File: src/rtl/pic_inta_sequencer.sv
// 8259-style INTA sequencer: resolves fixed-priority requests against the
// in-service register, drives INT, and runs the two-pulse 8086 acknowledge.
module pic_inta_sequencer #(
    parameter int SYNC_STAGES = 2
) (
    input  logic       clk,
    input  logic       rst_n,
    input  logic [7:0] irr,
    input  logic [7:0] imr,
    input  logic [4:0] icw2_vec,
    input  logic       aeoi,
    input  logic       eoi_ns,
    input  logic       eoi_sp,
    input  logic [2:0] eoi_level,
    input  logic       inta_n,
    output logic       int_out,
    output logic [7:0] irr_clr,
    output logic [7:0] isr,
    output logic [7:0] data_out,
    output logic       data_oe
);

    typedef enum logic [1:0] {IDLE, ACK1, WAIT2, ACK2} state_t;

    state_t                 state_q, state_d;
    logic [SYNC_STAGES-1:0] sync_q, sync_d;
    logic                   edge_q, edge_d;
    logic                   int_q, int_d;
    logic [7:0]             irr_clr_q, irr_clr_d;
    logic [7:0]             isr_q, isr_d;
    logic [7:0]             data_q, data_d;
    logic                   oe_q, oe_d;
    logic [2:0]             idx_q, idx_d;
    logic                   spur_q, spur_d;

    logic       inta_fall, inta_rise;
    logic [7:0] pend;
    logic [3:0] win, top_isr;
    logic       valid;
    logic [7:0] isr_set, isr_clr, aeoi_clr;

    // Lowest set index, 8 when the vector is empty (IR0 is highest priority).
    function automatic logic [3:0] lowest(input logic [7:0] v);
        logic [3:0] r;
        r = 4'd8;
        for (int i = 7; i >= 0; i--)
            if (v[i]) r = i[3:0];
        return r;
    endfunction

    function automatic logic [7:0] onehot(input logic [2:0] n);
        return 8'b1 << n;
    endfunction

    assign sync_d    = {sync_q[SYNC_STAGES-2:0], inta_n};
    assign edge_d    = sync_q[SYNC_STAGES-1];
    assign inta_fall = edge_q & ~sync_q[SYNC_STAGES-1];
    assign inta_rise = ~edge_q & sync_q[SYNC_STAGES-1];

    assign pend    = irr & ~imr;
    assign win     = lowest(pend);
    assign top_isr = lowest(isr_q);
    assign valid   = (pend != 8'd0) && (win < top_isr);

    always_comb begin
        state_d   = state_q;
        int_d     = int_q;
        irr_clr_d = 8'd0;
        data_d    = data_q;
        oe_d      = oe_q;
        idx_d     = idx_q;
        spur_d    = spur_q;
        isr_set   = 8'd0;
        aeoi_clr  = 8'd0;
        case (state_q)
            IDLE: begin
                int_d = valid;
                if (inta_fall) begin
                    state_d = ACK1;
                    int_d   = 1'b0;
                    if (valid) begin
                        idx_d     = win[2:0];
                        isr_set   = onehot(win[2:0]);
                        irr_clr_d = onehot(win[2:0]);
                        spur_d    = 1'b0;
                    end else begin
                        idx_d  = 3'd7;
                        spur_d = 1'b1;
                    end
                end
            end
            ACK1: begin
                int_d = 1'b0;
                if (inta_rise) state_d = WAIT2;
            end
            WAIT2: begin
                int_d = 1'b0;
                if (inta_fall) begin
                    state_d = ACK2;
                    data_d  = {icw2_vec, idx_q};
                    oe_d    = 1'b1;
                end
            end
            ACK2: begin
                int_d = 1'b0;
                if (inta_rise) begin
                    state_d = IDLE;
                    data_d  = 8'd0;
                    oe_d    = 1'b0;
                    if (aeoi && !spur_q) aeoi_clr = onehot(idx_q);
                end
            end
            default: state_d = IDLE;
        endcase
        // Clears are applied before the acknowledge set, so a set wins on a shared bit.
        isr_clr = aeoi_clr;
        if (eoi_ns && isr_q != 8'd0) isr_clr = isr_clr | onehot(top_isr[2:0]);
        if (eoi_sp)                  isr_clr = isr_clr | onehot(eoi_level);
        isr_d = (isr_q & ~isr_clr) | isr_set;
    end

    always_ff @(posedge clk or negedge rst_n) begin
        if (!rst_n) begin
            state_q   <= IDLE;
            sync_q    <= '1;
            edge_q    <= 1'b1;
            int_q     <= 1'b0;
            irr_clr_q <= 8'd0;
            isr_q     <= 8'd0;
            data_q    <= 8'd0;
            oe_q      <= 1'b0;
            idx_q     <= 3'd0;
            spur_q    <= 1'b0;
        end else begin
            state_q   <= state_d;
            sync_q    <= sync_d;
            edge_q    <= edge_d;
            int_q     <= int_d;
            irr_clr_q <= irr_clr_d;
            isr_q     <= isr_d;
            data_q    <= data_d;
            oe_q      <= oe_d;
            idx_q     <= idx_d;
            spur_q    <= spur_d;
        end
    end

    assign int_out  = int_q;
    assign irr_clr  = irr_clr_q;
    assign isr      = isr_q;
    assign data_out = data_q;
    assign data_oe  = oe_q;

endmodule

File: config.mk
export PLATFORM = sky130hd
export DESIGN_NAME = pic_inta_sequencer
export DESIGN_NICKNAME = d
export VERILOG_FILES = /design/src/rtl/pic_inta_sequencer.sv
export SDC_FILE = /design/constraint.sdc
export NUM_CORES = 1
export LEC_CHECK = 0
export CORE_ASPECT_RATIO = 0.9
export CORE_MARGIN = 2
export CORE_UTILIZATION = 40
export CTS_CLUSTER_DIAMETER = 40
export DETAILED_ROUTE_END_ITERATION = 8
export GPL_TIMING_DRIVEN = 0
export PLACE_DENSITY = 0.69
export SETUP_SLACK_MARGIN = 0.3
export SYNTH_ARGS = -nofsm -noshare
export SYNTH_HDL_FRONTEND = slang
export SYNTH_SLANG_ARGS = --single-unit
File: constraint.sdc
create_clock -name clk -period 6.4 [get_ports clk]
set_input_delay 1.6 -clock clk [delete_from_list [all_inputs] [get_ports clk]]
set_output_delay 1.6 -clock clk [all_outputs]
set_load 0.03 [all_outputs]
Yosys cells after proc, flatten, opt, wreduce, memory -nomap -nowiden:

Index checks and enable logic that the tools add are counted.

* $lt $le $gt $ge: 1
* eq/ne operators: 7
* shift-type cells: 4
* mux-type cells: 39
* bitwise operators: 11
* reduce and logical (&&, ||, !) cells: 12

Operators with widths (count)
* $mux W8: 10
* $mux W4: 16
* $shl A1 B3 Y8 const A: 4
* $or A8 B8 Y8: 3
* $and A8 B8 Y8: 2
* $not A8 Y8: 2
* $pmux W8 S2: 1
* $reduce_bool A8 Y1: 2
* $mux W2: 4
* $ne A2 B2 Y1 const B: 4
* $pmux W2 S4: 1
* $eq A2 B2 Y1 const B: 2
* $lt A4 B4 Y1: 1
* $mux W1: 4
* $pmux W1 S2: 2
* $reduce_and A4 Y1: 1
* $logic_and A1 B1 Y1: 3
* $mux W3: 1
* $reduce_and A3 Y1: 1
* $reduce_or A3 Y1: 1
* $and A1 B1 Y1: 2
* $eq A2 B1 Y1 const B: 1
* $logic_not A2 Y1: 1
* $not A1 Y1: 2
* other kinds (3): 3

* bits in registers: 35
* input bits: 30

Depth between registers and ports, before layout:

Gate-level depths: netlist of run 1.

* word-level depth: 16
* gate-level depth with buffers: 11
* depth with buffers taken out: 10

Worst setup path before layout of run 1:

Ideal clock, no wire load.

* path type: input to register
* from: input port irr[0]
* to: register idx_q[0]
* setup time: 0.126 ns
* arrival time: 3.525 ns
* data required time: 6.274 ns
* slack: 2.748 ns
* cell stages on the path: 9
* buffers on the path: 1
* cell sequence: or2b_2 o2111ai_1 nor3_1 ha_1 o211ai_1 nor3_1 a311o_1 buf_6 o32a_1

* word-level cells in the longest chain between the ends: 5
* elaborated cells on any way between the ends: 6

RTL lines
* start, declared: line 8 `input logic [7:0] irr,`
* $and A8 B8 Y8 (*): line 60 `assign pend = irr & ~imr;`
* $mux W4: line 47 `if (v[i]) r = i[3:0];`
* $lt A4 B4 Y1: line 63 `assign valid = (pend != 8'd0) && (win < top_isr);`
* $logic_and A1 B1 Y1: line 63
* $mux W3 (*): line 81 `if (valid) begin`
* end signal, assigned: line 143 `idx_q <= idx_d;`
* end, declared: line 33 `logic [2:0] idx_q, idx_d;`

Mark *: on every way between the ends. The rest lies on a longest branch, timed or not.
A chain may end at the register's enable or synchronous reset.

Final worst setup path of run 1:

* from: input port imr[2]
* to: register isr_q[5], in the netlist isr[5]

* word-level cells in the longest chain between the ends: 11
* elaborated cells on any way between the ends: 13

RTL lines
* start, declared: line 9 `input logic [7:0] imr,`
* $not A8 Y8 (*): line 60
* $and A8 B8 Y8 (*): line 60
* $mux W4 (3 in series): line 47
* $lt A4 B4 Y1: line 63
* $logic_and A1 B1 Y1: line 63
* $mux W8 (*): line 81
* $mux W8 (*): line 78 `if (inta_fall) begin`
* $mux W8 (*): line 75 `case (state_q)`
* $or A8 B8 Y8 (*): line 119 `isr_d = (isr_q & ~isr_clr) | isr_set;`
* net isr_d[5]: line 30 `logic [7:0] isr_q, isr_d;`
* end signal, assigned: line 140 `isr_q <= isr_d;`
* end, declared: line 30

The timed path passes the listed nets; every way through them passes the cells marked *.

==> flow_summary.yaml, run 1 <==
timing:
  finalSetupViolCount: 0
  period_share_pct: 66.20
  max_slew_margin_pct: 32.88
  hold_viol: 0
  drv_slew: 0
  layout_setup_ws_ns: 2.163
  tns_ns: 0
  tightest_slew_ns: 1.005
  maxClockFrequency_ghz: 0.2360
  min_period_ns: 4.237
  finClkSkew_ns: 0.002332
  rsz0062_at_grt: "no"
setup_path:
  slowest_delay_ns: 0.52
  worstPathArrival_ns: 4.43
  cp-end-kind: "flop"
  worstPathMaxFanout: 4
  critPathBufInv: 1
  required_ns: 6.59
  cp_cell_sequence: "clkdlybuf4s50_1 -> nand2b_1 -> o2111ai_1 -> nor3_1 -> ha_1 -> a21oi_1 -> nand2_1 -> nor2_1 -> nand2_1 -> o22ai_1"
  critPathKind: "in -> reg"
  cp_slowest_cell: "nor3_1"
  critPathTopFamily: "simple AND/OR/NAND/NOR gates"
  cpMostUsedCell: "nand2_1"
  start_kind: "input pin"
clock_network:
  cts-resized-gates: 0
  cts_tree: "built"
  cts_max_path_buffers: 2
  cts_buffers: 5
  path_clk_slew_ns: 0.07
  htree_num_levels: 2
  insertion_delay_ns: 0.28
  cts_sinks: 35
  postCtsHoldBufs: 0
  cts_root_buffer: "clkbuf_8"
  cts_setup_buffers: 0
routing:
  drt_iter0_drc: 109
  via_count: 1802
  ant_nets: 0
  viasPerCell: 5.269
  drcViolationCount: 0
  drt_wl_total_um: 4591
  wl_per_cell_um: 13.42
  first_pass_iters: 4
run_status:
  status: "completed"
place:
  portBuffers: 55
  place_congestion: 0.8710
  dp_hpwl_um: 3498
  dp_cells: 334
  placed_cell_area_sq_mm: 0.002584
  pre_cts_ws_ns: 1.889
floorplanning:
  row_count: 24
  die-area_sq_mm: 0.005468
  die_y_um: 70.36
  start_util_pct: 40.99
  pin_count: 56
  core-area_sq_mm: 0.004775
  fp.dieW_um: 77.73
pwr:
  finalPower_mw: 0.9582
  power_leakage_nw: 1.113
  peakVddDrop_v: 0.0001591
  powerDensity_mw_per_mm2: 358.2
run:
  drv_cap: 0
finish:
  multiInputGateArea_sq_mm: 0.001010
  drive_gt1_share_pct: 8.303
  fin_nets: 314
  fin_cells: 342
  seqCellArea_sq_um: 879.6
  antennaDiodeCount: 0
  area_growth_syn_to_layout_pct: 36.70
  num-fill-cells: 444
  fin_area_sq_mm: 0.002675
synthesis:
  synth_top_area_share_pct: 40.92
  yosysTopAreaCell: "dfrtp_1"
  yosysWarnings: 0
  synthCells: 214
  synthTopCellsByArea: "dfrtp_1 41%, nor2_1 6.3%, ha_1 5.1%, nand2b_1 5.1%, o22ai_1 4.8%"
  ys_async_sr_fraction_pct: 100.0
  synth_nets: 252
  synth.distinct_cells: 43
  synth_flop_cell: "dfrtp_1"
  synth_area_sq_mm: 0.001957
  synth.avg_cell_area_sq_um: 9.144
  synthTopCellsByCount: "33 x nor2_1, 32 x dfrtp_1, 16 x nand2b_1"
  yosysSeqAreaShare_pct: 44.95
  yosysMostFrequentCell: "nor2_1"
  synth-seq-cells: 35
  synth_edf_count: 0
grt:
  grt_use_total_pct: 17.57
  grt_max_degree: 36
  antenna_found_initial: 0
  grt_pass1_vias: 1597
  grt_pass1_wl_um: 7665
  gr-total-overflow: 0
worst_hold_path:
  hold_path.class: "reg -> reg"
-- path summary, 6_finish.rpt --
kind / from / to / slack, ns / cells after the start
max in group asynchronous: rst_n / int_out$_DFF_PN0_ / 4.51 / 1
min reg2reg: sync_q[0]$_DFF_PN1_ / sync_q[1]$_DFF_PN1_ / 0.36 / 0
max: imr[2] / isr[5]$_DFF_PN0_ / 2.16 / 10
max reg2reg: isr[6]$_DFF_PN0_ / isr[5]$_DFF_PN0_ / 3.87 / 8
min: sync_q[0]$_DFF_PN1_ / sync_q[1]$_DFF_PN1_ / 0.36 / 0
min in group asynchronous: rst_n / isr[7]$_DFF_PN0_ / 1.39 / 1
-- metrics by stage --
| step | hold WS, ns | utilization [%] |
|---|---|---|
| finish | 0.3563 | 56.03 |
| global route | 0.3640 | 56.03 |
| CTS | 0.3570 | 56.03 |
| detailed placement | 0.3472 | 54.11 |
| global placement | 0.3457 | 54.22 |
| floorplan | 0.3452 | - |
-- cells in the final DEF (no fill, tap or decap), drive strengths merged, types with 4 or more instances in the layout --
cell / netlist / routed
a21oi: 13 / 13
clkbuf: 6 / 13
clkdlybuf4s50: 0 / 54
dfrtp: 32 / 32
ha: 8 / 8
inv: 9 / 9
nand2: 13 / 13
nand2b: 16 / 16
nand3: 5 / 5
nor2: 33 / 33
nor2b: 5 / 5
nor3: 6 / 6
o21ai: 5 / 5
o221ai: 4 / 4
o22ai: 15 / 15
-- state kept, by name, indices dropped and copies added, names as in the netlist, 2 cells and up --
register  count
isr           8
irr_clr       8
state_q       2
data_out      8
sync_q        2
idx_q         3
-- report_power, final --
part	switching (mW)	internal (mW)	total, mW	leakage, nW
clock network	0.0752	0.0868	0.162	0.0482
registers	0.0578	0.273	0.331	0.456
logic	0.262	0.203	0.465	0.609
-- cell type report --
class / count / share of cell area [%]
Buffer: 7 / 1.263
Sequential cell: 35 / 32.88
Tap cell: 65 / 3.040
Clock inverter: 1 / 0.1871
Inverter: 9 / 1.263
Timing Repair Buffer: 55 / 20.39
Multi-Input combinational cell: 163 / 37.75
Clock buffer: 7 / 3.227
-- worst reg2reg max path, cell delays in order, from the launching register on --
cell and delay, ns:
dfrtp_1 0.43, nor4_1 0.43, nand3_1 0.14, ha_1 0.34, a21oi_1 0.34, nand2_1 0.18, nor2_1 0.19, nand2_1 0.16
o22ai_1 0.24
-- metal layers --
layer / up-vias / wire length, um / GRT usage, %
met5: - / 0 / 0
met4: 0 / 27 / 4.167
met3: 2 / 280 / 3.230
met2: 58 / 2071 / 25.86
met1: 838 / 2211 / 26.63
li1: 904 / - / -
-- cells by family after synthesis --
group | Yosys count | synth area share, %
simple gates | 97 | 25.51
fa+ha+maj | 8 | 5.115
flops | 35 | 44.95
buf+inv | 16 | 3.452
compound gates | 58 | 20.97
Note: power is estimated with default switching activity, not from simulation.
==> run 2: changes to the inputs <==
Settings changed: PLACE_DENSITY 0.69 to 0.72.
Clock period 6.4 ns to 3.8 ns, I/O delays scaled along.
==> run 2 against run 1 <==
  * Die area stayed put
  * Sequential power rose by 69%
  * Critical endpoint is now isr[2]$_DFF_PN0_
  * First-iteration DRC count is 17% lower
  * Routed wire length increased by 1.2%
  * Register-to-register slack got worse by 2.6 ns
  * Final cell count up 0.58%
  * Hold slack better by 0.0010 ns
  * Largest power group unchanged
==> flow_summary.yaml, run 2 (synthesis results as in run 1) <==
finish:
  num-fill-cells: 447
  final_cell_mix: "54 x clkdlybuf4s50_1, 33 x nor2_1, 32 x dfrtp_1, 16 x nand2b_1, 15 x o22ai_1"
  fin_nets: 316
  antennaDiodeCount: 0
  area_growth_syn_to_layout_pct: 37.60
  fin_util_pct: 56.39
  drive_gt1_share_pct: 9.677
  final_common_cell: "clkdlybuf4s50_1"
setup_path:
  start_kind: "input pin"
  critPathKind: "in -> reg"
  worstPathArrival_ns: 3.50
  cp-end-kind: "flop"
  worstPathMaxFanout: 4
  required_ns: 4.02
timing:
  rsz0062_at_grt: "no"
  max_slew_margin_pct: 30.71
  maxClockFrequency_ghz: 0.3044
  period_share_pct: 86.44
  drv_slew: 0
  tns_ns: 0
  layout_setup_ws_ns: 0.5154
  min_period_ns: 3.285
  finClkSkew_ns: 0.008378
  finalSetupViolCount: 0
  hold_viol: 0
  tightest_slew_ns: 1.037
clock_network:
  cts_tree: "built"
  htree_num_levels: 2
  path_clk_slew_ns: 0.08
  cts_buffers: 5
  cts_max_path_buffers: 2
  insertion_delay_ns: 0.29
  cts_sinks: 35
  cts_root_buffer: "clkbuf_8"
place:
  portBuffers: 55
  dp_hpwl_um: 3499
  pre_cts_ws_ns: -0.02422
  place_congestion: 0.8893
pwr:
  powerDensity_mw_per_mm2: 598.4
  power_leakage_nw: 1.117
  peakVddDrop_v: 0.0002681
  finalPower_mw: 1.611
routing:
  viasPerCell: 5.270
  first_pass_iters: 4
  drt_wl_total_um: 4646
  drt_iter0_drc: 91
  ant_nets: 0
  drcViolationCount: 0
  via_count: 1813
  wl_per_cell_um: 13.51
grt:
  grt_max_degree: 36
  grt_use_total_pct: 17.73
  gr-total-overflow: 0
  antenna_found_initial: 0
  grt_pass1_wl_um: 7714
  grt_pass1_vias: 1691
worst_hold_path:
  hold_path.class: "reg -> reg"
run:
  drv_cap: 0
run_status:
  status: "completed"
floorplanning:
  die-area_sq_mm: 0.005468
  start_util_pct: 40.99
  core-area_sq_mm: 0.004775
  pin_count: 56
  die_y_um: 70.36
  fp.dieW_um: 77.73
  row_count: 24
[run 2: changes by cell type in the layout (fill, tap and decap cells not counted), sizes merged]
cell,change
clkinvlp,+2
clkbuf,-2
buf,+2
[run 2: path summary, 6_finish.rpt]
check,from,to,cells past startpoint,slack [ns]
hold / removal,sync_q[0]$_DFF_PN1_,sync_q[1]$_DFF_PN1_,0,0.36
setup / recovery,irr[0],isr[2]$_DFF_PN0_,9,0.52
setup reg to reg,isr[6]$_DFF_PN0_,isr[2]$_DFF_PN0_,7,1.25
max in group asynchronous,rst_n,irr_clr[0]$_DFF_PN0_,1,2.58
min in group asynchronous,rst_n,isr[6]$_DFF_PN0_,1,0.72
hold reg to reg,sync_q[0]$_DFF_PN1_,sync_q[1]$_DFF_PN1_,0,0.36
[run 2: report_power, final]
group	internal, mW	switching (mW)
Sequential	0.460	0.0994
Combinational	0.344	0.440
Clock	0.127	0.141
Total	0.931	0.680
[run 2: what timing repair did]
action / CTS / global route
setup buffers: 0 / 2
hold buffers: 0 / 0
pin swaps: 0 / 1
resized for setup: 1 / 1
endpoints found under the setup margin: 3 / 12
[run 2: metrics by stage]
step	std cells	area, sq um	hold WS, ns
after global routing	344	2693	0.3667
after global placement	334	2589	0.3462
after CTS	342	2678	0.3579
after detailed placement	334	2584	0.3468
after floorplan	214	1957	0.3452
final	344	2693	0.3573
[run 2: final cells by class]
cell class / instances / area (sq um) / area share [%]
plain buffers: 7 / 33.78 / 1.255
clock buffers: 5 / 68.82 / 2.556
repair buffers: 57 / 560.5 / 20.82
flip-flops and latches: 35 / 879.6 / 32.67
inverters: 9 / 33.78 / 1.255
well taps: 65 / 81.33 / 3.020
clock inverters: 3 / 20.02 / 0.7435
multi-input cells: 163 / 1015 / 37.69
[run 2: critical path, cell delays in order]
cell and delay, ns:
clkdlybuf4s50_1 0.44, or2b_2 0.32, o2111ai_1 0.23, nor3_2 0.11, ha_1 0.35, a21oi_1 0.33
nand2_1 0.19, or3_1 0.41, o21ai_0 0.17
[run 2: layer usage]
metal | global-route usage (%) | share of wire [%] | vias to the layer above
met2 | 26.25 | 46 | 62
met4 | 6.151 | 1.1 | 0
met1 | 25.81 | 46 | 844
met3 | 3.488 | 6.7 | 4
met5 | 0 | 0 | -
li1 | - | - | 903
